[config.mk]
export PLATFORM = sky130hd
export DESIGN_NAME = noise_lfsr_tracker_flat
export DESIGN_NICKNAME = d
export VERILOG_FILES = /design/src/rtl/noise_pkg.sv /design/src/rtl/noise_lfsr_tracker_if.sv /design/src/rtl/lfsr_feedback.sv /design/src/rtl/noise_lfsr_tracker.sv /design/src/flat_wrapper.sv
export SDC_FILE = /design/constraint.sdc
export NUM_CORES = 1
export LEC_CHECK = 0
export CORE_UTILIZATION = 35
export CTS_BUF_LIST = sky130_fd_sc_hd__clkbuf_4
export DETAILED_ROUTE_END_ITERATION = 6
export PLACE_DENSITY_LB_ADDON = 0.15
export SETUP_SLACK_MARGIN = 0.02
export SLEW_MARGIN = 20
export SYNTH_ARGS = -nofsm -noshare
export SYNTH_HDL_FRONTEND = slang
export SYNTH_SLANG_ARGS = --single-unit
[constraint.sdc]
create_clock -name clk -period 3.2 [get_ports clk]
set_input_delay 0.32 -clock clk [delete_from_list [all_inputs] [get_ports clk]]
set_output_delay 0.32 -clock clk [all_outputs]
set_load 0.03 [all_outputs]
[src/rtl/noise_pkg.sv]
// Shared definitions for the PSG noise generator and its receive-side tracker:
// tracker states, LFSR reset value and per-platform feedback tap sets.
package noise_pkg;

    typedef enum logic {
        ACQUIRE = 1'b0,
        TRACK   = 1'b1
    } tracker_state_e;

    // Generator seed: a single 1 in the MSB position.
    function automatic int unsigned lfsr_reset_value(input int unsigned lfsr_bits);
        return 32'd1 << (lfsr_bits - 1);
    endfunction

    localparam int SMS_LFSR_BITS   = 16;
    localparam int SMS_TAP0        = 0;
    localparam int SMS_TAP1        = 3;
    localparam int SG_LFSR_BITS    = 15;
    localparam int SG_TAP0         = 0;
    localparam int SG_TAP1         = 1;
    localparam int TANDY_LFSR_BITS = 15;
    localparam int TANDY_TAP0      = 0;
    localparam int TANDY_TAP1      = 4;

endpackage

[src/rtl/noise_lfsr_tracker_if.sv]
// Sample stream and status bundle between a noise source and the LFSR tracker.
interface noise_lfsr_tracker_if #(
    parameter int LFSR_BITS = 15,
    parameter int ERR_BITS  = 8
);
    logic                 sample_valid;
    logic                 sample_bit;
    logic                 is_white_noise;
    logic                 restart;
    logic                 locked;
    logic                 bit_error;
    logic                 expected_bit;
    logic [ERR_BITS-1:0]  error_count;
    logic [LFSR_BITS-1:0] window;

    modport master (
        output sample_valid, sample_bit, is_white_noise, restart,
        input  locked, bit_error, expected_bit, error_count, window
    );

    modport slave (
        input  sample_valid, sample_bit, is_white_noise, restart,
        output locked, bit_error, expected_bit, error_count, window
    );
endinterface

[src/rtl/lfsr_feedback.sv]
// Noise LFSR feedback bit: XOR of two taps for white noise, single tap for
// periodic noise. Shared by the generator and the tracker.
module lfsr_feedback #(
    parameter int LFSR_BITS = 15,
    parameter int LFSR_TAP0 = 0,
    parameter int LFSR_TAP1 = 1
) (
    input  logic [LFSR_BITS-1:0] state,
    input  logic                 white,
    output logic                 fb
);
    assign fb = white ? (state[LFSR_TAP0] ^ state[LFSR_TAP1]) : state[LFSR_TAP0];
endmodule

[src/rtl/noise_lfsr_tracker.sv]
// Reconstructs the noise LFSR state from its serial output, then flywheels on
// its own prediction and counts/flags mismatching samples.
module noise_lfsr_tracker
    import noise_pkg::*;
#(
    parameter int LFSR_BITS      = 15,
    parameter int LFSR_TAP0      = 0,
    parameter int LFSR_TAP1      = 1,
    parameter int ERR_BITS       = 8,
    parameter int LOSS_THRESHOLD = 4
) (
    input logic                 clk,
    input logic                 reset_lfsr,
    noise_lfsr_tracker_if.slave trk
);
    localparam int FILL_W = $clog2(LFSR_BITS + 1);
    localparam int MISS_W = 4;

    tracker_state_e       state_q, state_d;
    logic [FILL_W-1:0]    fill_q, fill_d;
    logic [LFSR_BITS-1:0] w_q, w_d;
    logic [MISS_W-1:0]    miss_q, miss_d;
    logic                 mode_q, mode_d;
    logic                 bit_error_q, bit_error_d;
    logic                 expected_q, expected_d;
    logic [ERR_BITS-1:0]  err_q, err_d;
    logic                 fb_now, fb_next;

    lfsr_feedback #(.LFSR_BITS(LFSR_BITS), .LFSR_TAP0(LFSR_TAP0), .LFSR_TAP1(LFSR_TAP1))
        u_fb_now (.state(w_q), .white(trk.is_white_noise), .fb(fb_now));

    lfsr_feedback #(.LFSR_BITS(LFSR_BITS), .LFSR_TAP0(LFSR_TAP0), .LFSR_TAP1(LFSR_TAP1))
        u_fb_next (.state(w_d), .white(trk.is_white_noise), .fb(fb_next));

    always_comb begin
        state_d     = state_q;
        fill_d      = fill_q;
        w_d         = w_q;
        miss_d      = miss_q;
        err_d       = err_q;
        bit_error_d = 1'b0;
        mode_d      = trk.is_white_noise;

        // A mode change invalidates the predictor exactly like restart; the window is kept.
        if (trk.restart || (trk.is_white_noise != mode_q)) begin
            state_d = ACQUIRE;
            fill_d  = '0;
            miss_d  = '0;
        end else if (trk.sample_valid) begin
            if (state_q == ACQUIRE) begin
                w_d = {trk.sample_bit, w_q[LFSR_BITS-1:1]};
                if (fill_q != FILL_W'(LFSR_BITS)) begin
                    fill_d = fill_q + FILL_W'(1);
                end
                if ((fill_d == FILL_W'(LFSR_BITS)) && (w_d != '0)) begin
                    state_d = TRACK;
                    miss_d  = '0;
                end
            end else begin
                // Flywheel: shift in the prediction so one bad sample cannot corrupt the window.
                w_d = {fb_now, w_q[LFSR_BITS-1:1]};
                if (trk.sample_bit != fb_now) begin
                    bit_error_d = 1'b1;
                    if (err_q != '1) begin
                        err_d = err_q + ERR_BITS'(1);
                    end
                    miss_d = miss_q + MISS_W'(1);
                    if (miss_d == MISS_W'(LOSS_THRESHOLD)) begin
                        state_d = ACQUIRE;
                        fill_d  = '0;
                        miss_d  = '0;
                    end
                end else begin
                    miss_d = '0;
                end
            end
        end
    end

    assign expected_d = (state_d == TRACK) ? fb_next : 1'b0;

    always_ff @(posedge clk or posedge reset_lfsr) begin
        if (reset_lfsr) begin
            state_q     <= ACQUIRE;
            fill_q      <= '0;
            w_q         <= '0;
            miss_q      <= '0;
            mode_q      <= 1'b0;
            bit_error_q <= 1'b0;
            expected_q  <= 1'b0;
            err_q       <= '0;
        end else begin
            state_q     <= state_d;
            fill_q      <= fill_d;
            w_q         <= w_d;
            miss_q      <= miss_d;
            mode_q      <= mode_d;
            bit_error_q <= bit_error_d;
            expected_q  <= expected_d;
            err_q       <= err_d;
        end
    end

    assign trk.locked       = (state_q == TRACK);
    assign trk.bit_error    = bit_error_q;
    assign trk.expected_bit = expected_q;
    assign trk.error_count  = err_q;
    assign trk.window       = w_q;
endmodule
[src/flat_wrapper.sv]
// flat-port wrapper written by rule: the top's interface ports become plain ports
module noise_lfsr_tracker_flat import noise_pkg::*;
#(
    parameter int LFSR_BITS      = 15,
    parameter int LFSR_TAP0      = 0,
    parameter int LFSR_TAP1      = 1,
    parameter int ERR_BITS       = 8,
    parameter int LOSS_THRESHOLD = 4
)
  (clk, reset_lfsr, trk_sample_valid, trk_sample_bit, trk_is_white_noise, trk_restart, trk_locked, trk_bit_error, trk_expected_bit, trk_error_count, trk_window);
  noise_lfsr_tracker_if #(.LFSR_BITS(LFSR_BITS), .ERR_BITS(ERR_BITS)) trk_i ();
  input logic clk;
  input logic reset_lfsr;
  input wire logic [$bits(trk_i.sample_valid)-1:0] trk_sample_valid;
  input wire logic [$bits(trk_i.sample_bit)-1:0] trk_sample_bit;
  input wire logic [$bits(trk_i.is_white_noise)-1:0] trk_is_white_noise;
  input wire logic [$bits(trk_i.restart)-1:0] trk_restart;
  output wire logic [$bits(trk_i.locked)-1:0] trk_locked;
  output wire logic [$bits(trk_i.bit_error)-1:0] trk_bit_error;
  output wire logic [$bits(trk_i.expected_bit)-1:0] trk_expected_bit;
  output wire logic [$bits(trk_i.error_count)-1:0] trk_error_count;
  output wire logic [$bits(trk_i.window)-1:0] trk_window;
  assign trk_i.sample_valid = trk_sample_valid;
  assign trk_i.sample_bit = trk_sample_bit;
  assign trk_i.is_white_noise = trk_is_white_noise;
  assign trk_i.restart = trk_restart;
  assign trk_locked = trk_i.locked;
  assign trk_bit_error = trk_i.bit_error;
  assign trk_expected_bit = trk_i.expected_bit;
  assign trk_error_count = trk_i.error_count;
  assign trk_window = trk_i.window;
  noise_lfsr_tracker #(.LFSR_BITS(LFSR_BITS), .LFSR_TAP0(LFSR_TAP0), .LFSR_TAP1(LFSR_TAP1), .ERR_BITS(ERR_BITS), .LOSS_THRESHOLD(LOSS_THRESHOLD)) u_core (.clk(clk), .reset_lfsr(reset_lfsr), .trk(trk_i));
endmodule
Word-level counts from Yosys, hierarchy flattened
Cells that the tools add are included.

operators by class
  add/subtract/negate cells = 3
  eq/ne operators = 8
  muxes and demuxes = 31
  bitwise operators = 3
  reductions and logical operators = 9

operators by type and width
  kind                                                                    count
  4-bit two-way mux                                                       15
  15-bit two-way mux                                                      1
  15-bit nonzero test                                                     1
  1-bit two-way mux                                                       13
  4-bit by 1-bit adder with 4-bit output (second input constant)          2
  8-bit by 1-bit adder with 8-bit output (second input constant)          1
  8-bit != test (second input constant)                                   1
  3-bit != test (second input constant)                                   2
  5-bit AND reduction                                                     1
  4-bit by 3-bit equality test with 1-bit output (second input constant)  1
  4-bit equality test (second input constant)                             1
  2-bit two-way mux                                                       2
  4-bit != test (second input constant)                                   1
  2-bit AND reduction                                                     2
  3-bit AND reduction                                                     1
  3-bit nonzero test                                                      1
  1-bit != test                                                           2
  2-bit nonzero test                                                      1
  1-bit bitwise XOR                                                       2
  1-bit logical AND                                                       1
  1-bit logical OR                                                        1
  1-bit inverter                                                          1

storage, ports and cells
  register bits = 35
  input port bits = 6
  output and inout bits = 26

Logic depth before layout (Yosys ltp)
Gate-level depths: netlist (run 1).

  depth after elaboration = 12
  gate-level depth with buffers = 6

By module
Synthesis (run 1) repeated with hierarchy kept, for this count alone.

unflattened totals
  cell total of the unflattened synthesis = 148
  area, all modules = 1,775.5 µm²

modules (own cells, without submodules)
  module              instances  cells an instance  area an instance (µm²)  sequential area each (µm²)
  noise_lfsr_tracker  1          144                1,750.4                 875.8
  lfsr_feedback       2          2                  12.5                    0.0

Least setup slack after synthesis (run 1)
Ideal clock, no wire load.

  path kind = flip-flop to flip-flop
  start = register u_core.miss_q[0]
  end = register u_core.fill_q[2]
  library setup time = 94 ps
  arrival time = 1,609 ps
  required time = 3,106 ps
  setup slack = 1,497 ps
  cell stages (with the launch flop) = 7
  path buffers = 0
  cell sequence = dfrtp_1 ha_1 and2b_1 a21oi_1 o31a_1 o211a_1 a211oi_1

between the ends
  longest elaborated chain between the ends = 4

ends and longest elaborated chain
  element                                         line                      RTL
  from (decl)                                     noise_lfsr_tracker.sv:22  logic [MISS_W-1:0] miss_q, miss_d;
  from (signal assigned)                          noise_lfsr_tracker.sv:96  miss_q <= miss_d;
  4-bit by 1-bit adder with 4-bit output          noise_lfsr_tracker.sv:67  miss_d = miss_q + MISS_W'(1);
  4-bit by 3-bit equality test with 1-bit output  noise_lfsr_tracker.sv:68  if (miss_d == MISS_W'(LOSS_THRESHOLD)) begin
  3-bit != test (no line)                         --
  3-bit AND reduction (no line)                   --
  to (signal assigned)                            noise_lfsr_tracker.sv:94  fill_q <= fill_d;
  to (decl)                                       noise_lfsr_tracker.sv:20  logic [FILL_W-1:0] fill_q, fill_d;

No other way between the ends.
A chain may end at the register's enable or synchronous reset.

Worst setup path in the final report (run 1)
  start = register u_core.fill_q[0]
  end = register u_core.miss_q[3]

between the ends
  longest elaborated chain between the ends = 9
  elaborated cells between the ends (all ways) = 10
  those cells by class = 1 x add/sub; 2 x eq/ne; 4 x mux; 3 x reduce/logical

ends and longest elaborated chain
  element                                                                         line                                                RTL
  4-bit by 1-bit adder with 4-bit output / 4-bit != test (equally long branches)  noise_lfsr_tracker.sv:53, noise_lfsr_tracker.sv:52
  4-bit two-way mux *                                                             noise_lfsr_tracker.sv:52                            if (fill_q != FILL_W'(LFSR_BITS)) begin
  4-bit two-way mux *                                                             noise_lfsr_tracker.sv:50                            if (state_q == ACQUIRE) begin
  4-bit two-way mux *                                                             noise_lfsr_tracker.sv:49                            end else if (trk.sample_valid) begin
  4-bit two-way mux *                                                             noise_lfsr_tracker.sv:45                            if (trk.restart || (trk.is_white_noise != mode_q)) begin
  4-bit equality test *                                                           noise_lfsr_tracker.sv:55                            if ((fill_d == FILL_W'(LFSR_BITS)) && (w_d != '0)) begin
  1-bit logical AND *                                                             noise_lfsr_tracker.sv:55
  3-bit nonzero test (no line) *                                                  --
  2-bit AND reduction (no line) *                                                 --

Every way passes the cells marked *; elsewhere a longest branch is shown, timed or not. The select of a mux whose other input is x is not followed.

==> results of run 1 <==
metrics by stage:
step	instance area, um^2	util	hold WS, ns	setup slack [ns]
final	2260	0.464	0.372	1.20
after global routing	2260	0.464	0.428	1.04
after CTS	2260	0.464	0.403	1.20
after detailed placement	2210	0.453	0.487	0.978
after global placement	2210	0.453	0.473	1.02
after floorplan	1830	-	0.351	1.50
layer usage:
metal  share of wire  vias up  routed length (um)  track usage
li1                -      684                   -            -
met1            0.49      657                1890        0.226
met2            0.44       42                1720        0.228
met3           0.056        7                 218       0.0461
met4           0.017        0                  65       0.0608
met5               0        -                   0            0
registers in the layout, summed over array words and instances, names as in the netlist:
signal	count
u_core.trk.window	15
u_core.trk.error_count	8
u_core.fill_q	4
u_core.miss_q	4
u_core.mode_q	1
u_core.trk.bit_error	1
u_core.trk.expected_bit	1
u_core.trk.locked	1
layout by cell type (no fill, tap or decap), types with 4 or more instances in the layout:
cell type        Yosys  routed
nand2_1             17      17
clkbuf_4             0       6
clkdlybuf4s50_1      0      31
dfrtp_1             35      35
xor2_1               8       8
ha_1                 4       4
nor2_1               7       7
nand3_1              4       4
mux2_2              15      15
inv_1                5       5
o21ai_0              9       9
a21oi_1              9       9
power by group through the flow:
| stage | logic, W | registers (W) | clock network [W] |
|---|---|---|---|
| 2_1_floorplan | 0.0000953 | 0.000651 | 0 |
| 3_3_place_gp | 0.000331 | 0.000560 | 0 |
| 3_5_place_dp | 0.000330 | 0.000562 | 0 |
| 4_1_cts | 0.000333 | 0.000556 | 0.000240 |
| 5_1_grt | 0.000349 | 0.000568 | 0.000265 |
| 6_report | 0.000330 | 0.000554 | 0.000232 |
worst min path at each step:
| stage | end | depth (start not counted) |
|---|---|---|
| after floorplan | u_core.mode_q$_DFF_PP0_ | 0 |
| after global placement | u_core.trk.error_count[5]$_DFFE_PP0P_ | 1 |
| after detailed placement | u_core.trk.error_count[5]$_DFFE_PP0P_ | 1 |
| after CTS | u_core.trk.error_count[2]$_DFFE_PP0P_ | 2 |
| after global routing | u_core.fill_q[3]$_DFFE_PP0P_ | 2 |
| final | u_core.fill_q[3]$_DFFE_PP0P_ | 2 |
final cells by class:
class                   count  area [um^2]  area share
clock buffers               6         45.0      0.0199
multi-input cells         122          900       0.398
inverters                   6         25.0      0.0111
clock inverters             2         7.51     0.00332
flip-flops and latches     35          876       0.387
well taps                  67         83.8      0.0371
repair buffers             33          325       0.144
cell families after synthesis:
| family | after synthesis | synth area share |
|---|---|---|
| adders and majority gates | 4 | 0.0274 |
| and+or+nand+nor | 55 | 0.176 |
| xor gates and xnor gates | 11 | 0.0609 |
| muxes | 15 | 0.0924 |
| AOI/OAI and AO/OA | 37 | 0.136 |
| buffers and inverters | 10 | 0.0287 |
| DFF | 35 | 0.479 |
critical path: cells and delay by family (launching register included):
kind | cells | cell delay, ns
adders and majority gates | 1 | 0.33
and+or+nand+nor | 1 | 0.16
AOI/OAI and AO/OA | 4 | 0.92
DFF | 1 | 0.48
==> run summary, run 1 <==
The run finished with clean final reports. The worst hold path belongs to the class input port to asynchronous set/reset pin. Summed over all failing endpoints, the final setup total negative slack is 0 ns.

Before antenna repair, the detailed router went through 4 iterations. Using the TritonRoute via totals, the vias-per-cell ratio works out to 5.13. The setup fix buffers added after clock tree synthesis came out at 0.

The floorplan step defined a die boundary enclosing 5520 um^2. After detailed routing, the average wire length per cell comes to 14.4 um. The routed layout has 1,390 vias. The placeable core region came out at 4880 um^2. The initial antenna violation count is 0. The number of distinct library cell variants in the gate-level netlist after synthesis is 43. Yosys mapped a number of flops with a built-in enable equal to 0. For the worst setup path, the data required time is 3.43 ns. The startpoint of the lowest-slack register-to-register path is u_core.fill_q[0]$_DFFE_PP0P_. The fraction of post-synthesis cell area in the top cell type by area is 0.479. On the critical path, the stage with the largest delay is an instance of dfrtp_1. Summed over all cells, the static leakage comes to 0.970 nW. For this design the top-level I/O count stands at 32. The placer congestion estimate is 0.802.

The most instantiated library cell after synthesis is dfrtp_1. Ranked by total cell area, the synthesized netlist is headed by dfrtp_1 (48%), mux2_2 (9.2%), xor2_1 (3.8%). Excluding fillers, the count of instances in the completed layout stands at 271. The part of the power in combinational logic is 0.296. The sort of element at the start of the critical path is a flip-flop. The biggest cell delay along the critical path is 0.48 ns. The maximum number of pins on one net before global-route repair is 20. The count of hold buffers inserted by post-cts repair is 0. The worst setup path is captured at a flip-flop. The transition at the pin with the smallest max-transition slack is 0.682 ns. Counting the fill cells in the layout gives 496. The yosys synthesis warning count is 0.

The number of resized instances in the post-cts repair step came out at 0. The depth of the worst register-to-register path came out at 6. Synthesis produced a netlist whose cell count is 167. In this run the cell area of the synthesized design comes to 1830 um^2. In this run the clock root is driven by a clkbuf_4. The final-report hold violation count was 0. The most critical setup path has its endpoint at u_core.miss_q[3]$_DFFE_PP0P_. Buffers inserted during clock tree synthesis total 5. In this run the power spent charging and discharging nets is 0.000382 W.

In the synthesized netlist, the cells that appear most often are dfrtp_1 (35), nand2_1 (17), mux2_2 (15). The count of antenna-violating nets left after detailed routing came out at 0. Setup violations remaining at the end of the flow were counted as 0. The number of diodes is 0. Setup repair after global routing left no endpoint under its margin.

The via count of the first global-routing pass came out at 1,351. The maximum clock skew at final layout is 0.0117 ns. The share of total power dissipated in the clock network is 0.208. In the synthesized netlist the dominant register cell turns out to be dfrtp_1. After detailed routing, the number of remaining DRC violations is 0. The clock latency on the worst-skew pair came out at 0.34 ns. Max-cap violations in this run came to 0. The clock sink total came out at 35. The critical register-to-register path endpoint is u_core.miss_q[3]$_DFFE_PP0P_. For the finished layout, the period the worst path requires is 2.00 ns. The top achievable clock speed came out at 0.499 GHz. The register-to-register setup slack came out at 1.20 ns. By startpoint and endpoint, the worst setup path is classified as flip-flop to flip-flop. The number of levels the H-tree was split into came out at 2. The total of buffers placed on input and output ports came out at 31. The synthesized design contains 35 register bits. The biggest area contributor in the post-synthesis netlist is dfrtp_1. The start point of the critical path is u_core.fill_q[0]$_DFFE_PP0P_. At the worst endpoint, the arrival time is 2.23 ns. The ratio of total power to cell area is 494 nW/um^2. The die extent in y is 74.3 um.

The cell internal power dissipation is 0.000735 W. The initialized floorplan defines 25 standard-cell rows. The average instance in the mapped netlist occupies 10.9 um^2.

The global-route wire length before repair came out at 6.58 mm. After legalization and detailed placement, the total HPWL measured 2.85 mm. The number of nets in the synthesized netlist came out at 177. No sink is reached through more buffers than the 2 on the longest clock path. The overall power of the completed layout is 0.00112 W.

Traced cell by cell, the critical path runs through ha_1 > a21oi_1 > o211a_1 > o211ai_1 > nand2b_1 > a311oi_1. Relative to the synthesized area, the layout overhead comes to 23.8%. The routed design has 3.89 mm of wire. The switching share of power came out at 0.342. The share of final-layout standard cells stronger than drive strength 1 came out at 0.157. The relative max-transition margin came out at 0.545. The max-slew violation count is 0. In the global route stage, overall resource usage came out at 0.159. The post-route fraction of the period consumed by the critical path came out at 0.627. The number of nets at the end of the flow is 213. Of all nets on the critical path, the largest fanout is 9. Including well taps, the total number of placed cells is 263.

The residual overflow from global routing is 0. The clock-pin slew on the worst setup and hold paths is 0.11 ns. The fraction of registers with async set/reset is 1.00. The detailed router's first-iteration violation count came out at 87.

The horizontal extent of the die is 74.3 um. The initial utilization of the core area, before any placement, comes to 0.375. The sequential cell area fraction in the yosys report is 0.479. VDD sags by at most 0.447 mV. Of the total power, registers draw 0.496. TritonCTS built the clock tree.
No activity file was read; power rests on OpenSTA's default activity.
==> run 2: changes to the inputs <==
- clock period: 3.2 -> 2.1 ns (I/O delays scaled with it)
==> run 2 against run 1 <==
  * Combinational power increased by 53%
  * Clock skew shrank 0.0016 ns
  * Sequential cell count did not move
  * Sequential share of layout area is 0.17 points lower
  * Cell count is 0.37% higher
  * Clock-buffer cell count unchanged
  * Via count increased by 2.7%
==> run summary, run 2 (synthesis gave the netlist of run 1 again) <==
The final critical delay including setup and external delays is 1.91 ns. The clock latency on the worst-skew pair is 0.33 ns. The largest vdd supply drop came out at 0.754 mV. For this run, the number of standard cells in the final layout without fillers is 272. The average wire length per cell after detail routing came out at 14.0 um. The number of setup violations in the final report is 0.

Leaving out fill and tap cells, the most frequent cell in the layout is dfrtp_1. The run finished with clean final reports. The buffer levels on the longest clock path is 2. The reported leakage power is 0.971 nW.

In this run the tool buffered the top-level ports with 31 buffer cells. The first detailed-routing pass ran for 4 iterations. The type of destination of the critical path is a flip-flop. The setup TNS after final layout came out at 0 ns. For this design, the sink count on the clock tree is 35.

The max-cap check violation count came out at 0. At the worst endpoint, the arrival time is 2.15 ns. The total routing resource utilization after global routing is 0.154.

The routed via count is 1,427. The flip-flop count of the largest register after layout is 15. TritonCTS built the clock tree. The area growth from synthesis to layout is 24.3%. Setup repair after global routing left no endpoint under its margin. The detailed placer's ending HPWL is 2.79 mm.

Buffers inserted during clock tree synthesis total 5. The placeable core region is 4880 um^2. From bottom edge to top edge, the die measures 74.3 um.

Data on the critical path is required at its endpoint by 2.34 ns. The post-route fraction of the period consumed by the critical path came out at 0.908. The final-report hold violation count came out at 0. Entering global routing, the biggest net connects 36 pins.

The final-layout fill cell count is 471. The number of nets at the end of the flow came out at 214. The placer congestion estimate is 0.795.

The number of placement rows came out at 25. The detailed router's first-iteration violation count is 30. The worst setup path is of the flip-flop to flip-flop kind.

The top achievable clock speed came out at 0.525 GHz. After detailed placement, the design holds a cell count of 264. The number of levels the H-tree was split into is 2. The count of antenna-violating nets left after detailed routing came out at 0.

The min-delay analysis places its worst path in the category input port to asynchronous set/reset pin. The die covers 5520 um^2. The root buffer cell chosen for the clock tree is clkbuf_4. The ratio of total power to cell area is 747 nW/um^2. The via-per-instance ratio came out at 5.25. The via count of the first global-routing pass is 1,372. Along the worst path, the maximum fanout reaches 6. The initial utilization of the core area, before any placement, comes to 0.375.

The aggregate routed wire length came out at 3.82 mm. The relative max-transition margin is 0.711. Clock skew on the completed layout was measured at 0.0101 ns. The number of I/O pins came out at 32. The DRC violation count after routing came out at 0. The count of hold buffers inserted by post-cts repair is 0. Clock-pin slew was measured on the worst setup and hold paths at 0.11 ns. The number of diodes is 0.

The residual overflow from global routing came out at 0. The top cell types in the final layout, fill and taps aside, are dfrtp_1 (35), clkdlybuf4s50_1 (31), nand2_1 (17), mux2_2 (15). The transition at the pin with the smallest max-transition slack came out at 0.433 ns.

STA classifies the critical path startpoint as a flip-flop. The max-slew violation count is 0. The share of final-layout standard cells stronger than drive strength 1 came out at 0.166. The horizontal extent of the die came out at 74.3 um. The initial antenna violation count is 0. The global-route wire length before repair is 6.45 mm.
-- run 2: cell count changes in the layout (fill, tap and decap cells not counted) --
cell / change
buf_4: +1
ha_1: -1
ha_2: +1
-- run 2: worst max-delay path: stages, from the launching register on --
cell	delay (ns)
dfrtp_1	0.45
ha_1	0.24
and2b_1	0.23
a21oi_1	0.08
o31a_1	0.30
o211a_1	0.27
a211oi_1	0.25
-- run 2: routing by layer --
metal	vias to the layer above	routed length, um	share of wire	global-route usage
met1	685	1840	0.48	0.222
li1	686	-	-	-
met5	-	0	0	0
met4	0	50	0.013	0.0524
met3	6	235	0.062	0.0434
met2	50	1700	0.44	0.224
-- run 2: through the flow --
stage | power [W] | utilization | cell area, um^2 | hold WS [ns] | setup slack, ns
6_report | 0.00170 | 0.466 | 2270 | 0.263 | 0.194
4_1_cts | 0.00172 | 0.465 | 2270 | 0.262 | 0.160
3_3_place_gp | 0.00136 | 0.454 | 2220 | 0.481 | 0.190
2_1_floorplan | 0.00114 | - | 1830 | 0.241 | 0.397
5_1_grt | 0.00179 | 0.466 | 2270 | 0.295 | 0.0287
3_5_place_dp | 0.00136 | 0.454 | 2220 | 0.485 | 0.112
-- run 2: what timing repair did --
action,CTS,global route
setup endpoints to repair,0,3
gates resized for setup,0,1
setup buffers,0,0
-- run 2: where the power goes --
| group | leakage, nW | switching, W | internal [W] |
|---|---|---|---|
| logic | 0.464 | 0.000274 | 0.000230 |
| clock network | 0.0307 | 0.000212 | 0.000137 |
| registers | 0.477 | 0.0000900 | 0.000755 |
-- run 2: area by class of cell --
| cell class | instances | area, um^2 | share of cell area |
|---|---|---|---|
| multi-input cells | 122 | 902 | 0.397 |
| inverters | 6 | 25.0 | 0.0110 |
| flip-flops and latches | 35 | 876 | 0.385 |
| clock inverters | 2 | 7.51 | 0.00330 |
| well taps | 67 | 83.8 | 0.0369 |
| clock buffers | 6 | 45.0 | 0.0198 |
| repair buffers | 34 | 333 | 0.146 |
-- run 2: worst paths after layout --
path,end,start,depth (start not counted),slack (ns)
max in group asynchronous,u_core.miss_q[3]$_DFFE_PP0P_,reset_lfsr,3,1.53
hold reg to reg,u_core.trk.error_count[5]$_DFFE_PP0P_,u_core.trk.error_count[5]$_DFFE_PP0P_,1,0.50
hold / removal,u_core.trk.error_count[1]$_DFFE_PP0P_,reset_lfsr,3,0.26
min in group clk,u_core.mode_q$_DFF_PP0_,trk_is_white_noise,1,0.42
setup reg to reg,u_core.fill_q[2]$_DFFE_PP0P_,u_core.miss_q[0]$_DFFE_PP0P_,6,0.19
setup / recovery,u_core.fill_q[2]$_DFFE_PP0P_,u_core.miss_q[0]$_DFFE_PP0P_,6,0.19
==> run 3: changes to the inputs <==
- SKIP_LAST_GASP: not set -> 1
==> results of run 3 <==
The final DEF is identical to that of run 2; final timing and power are the same.
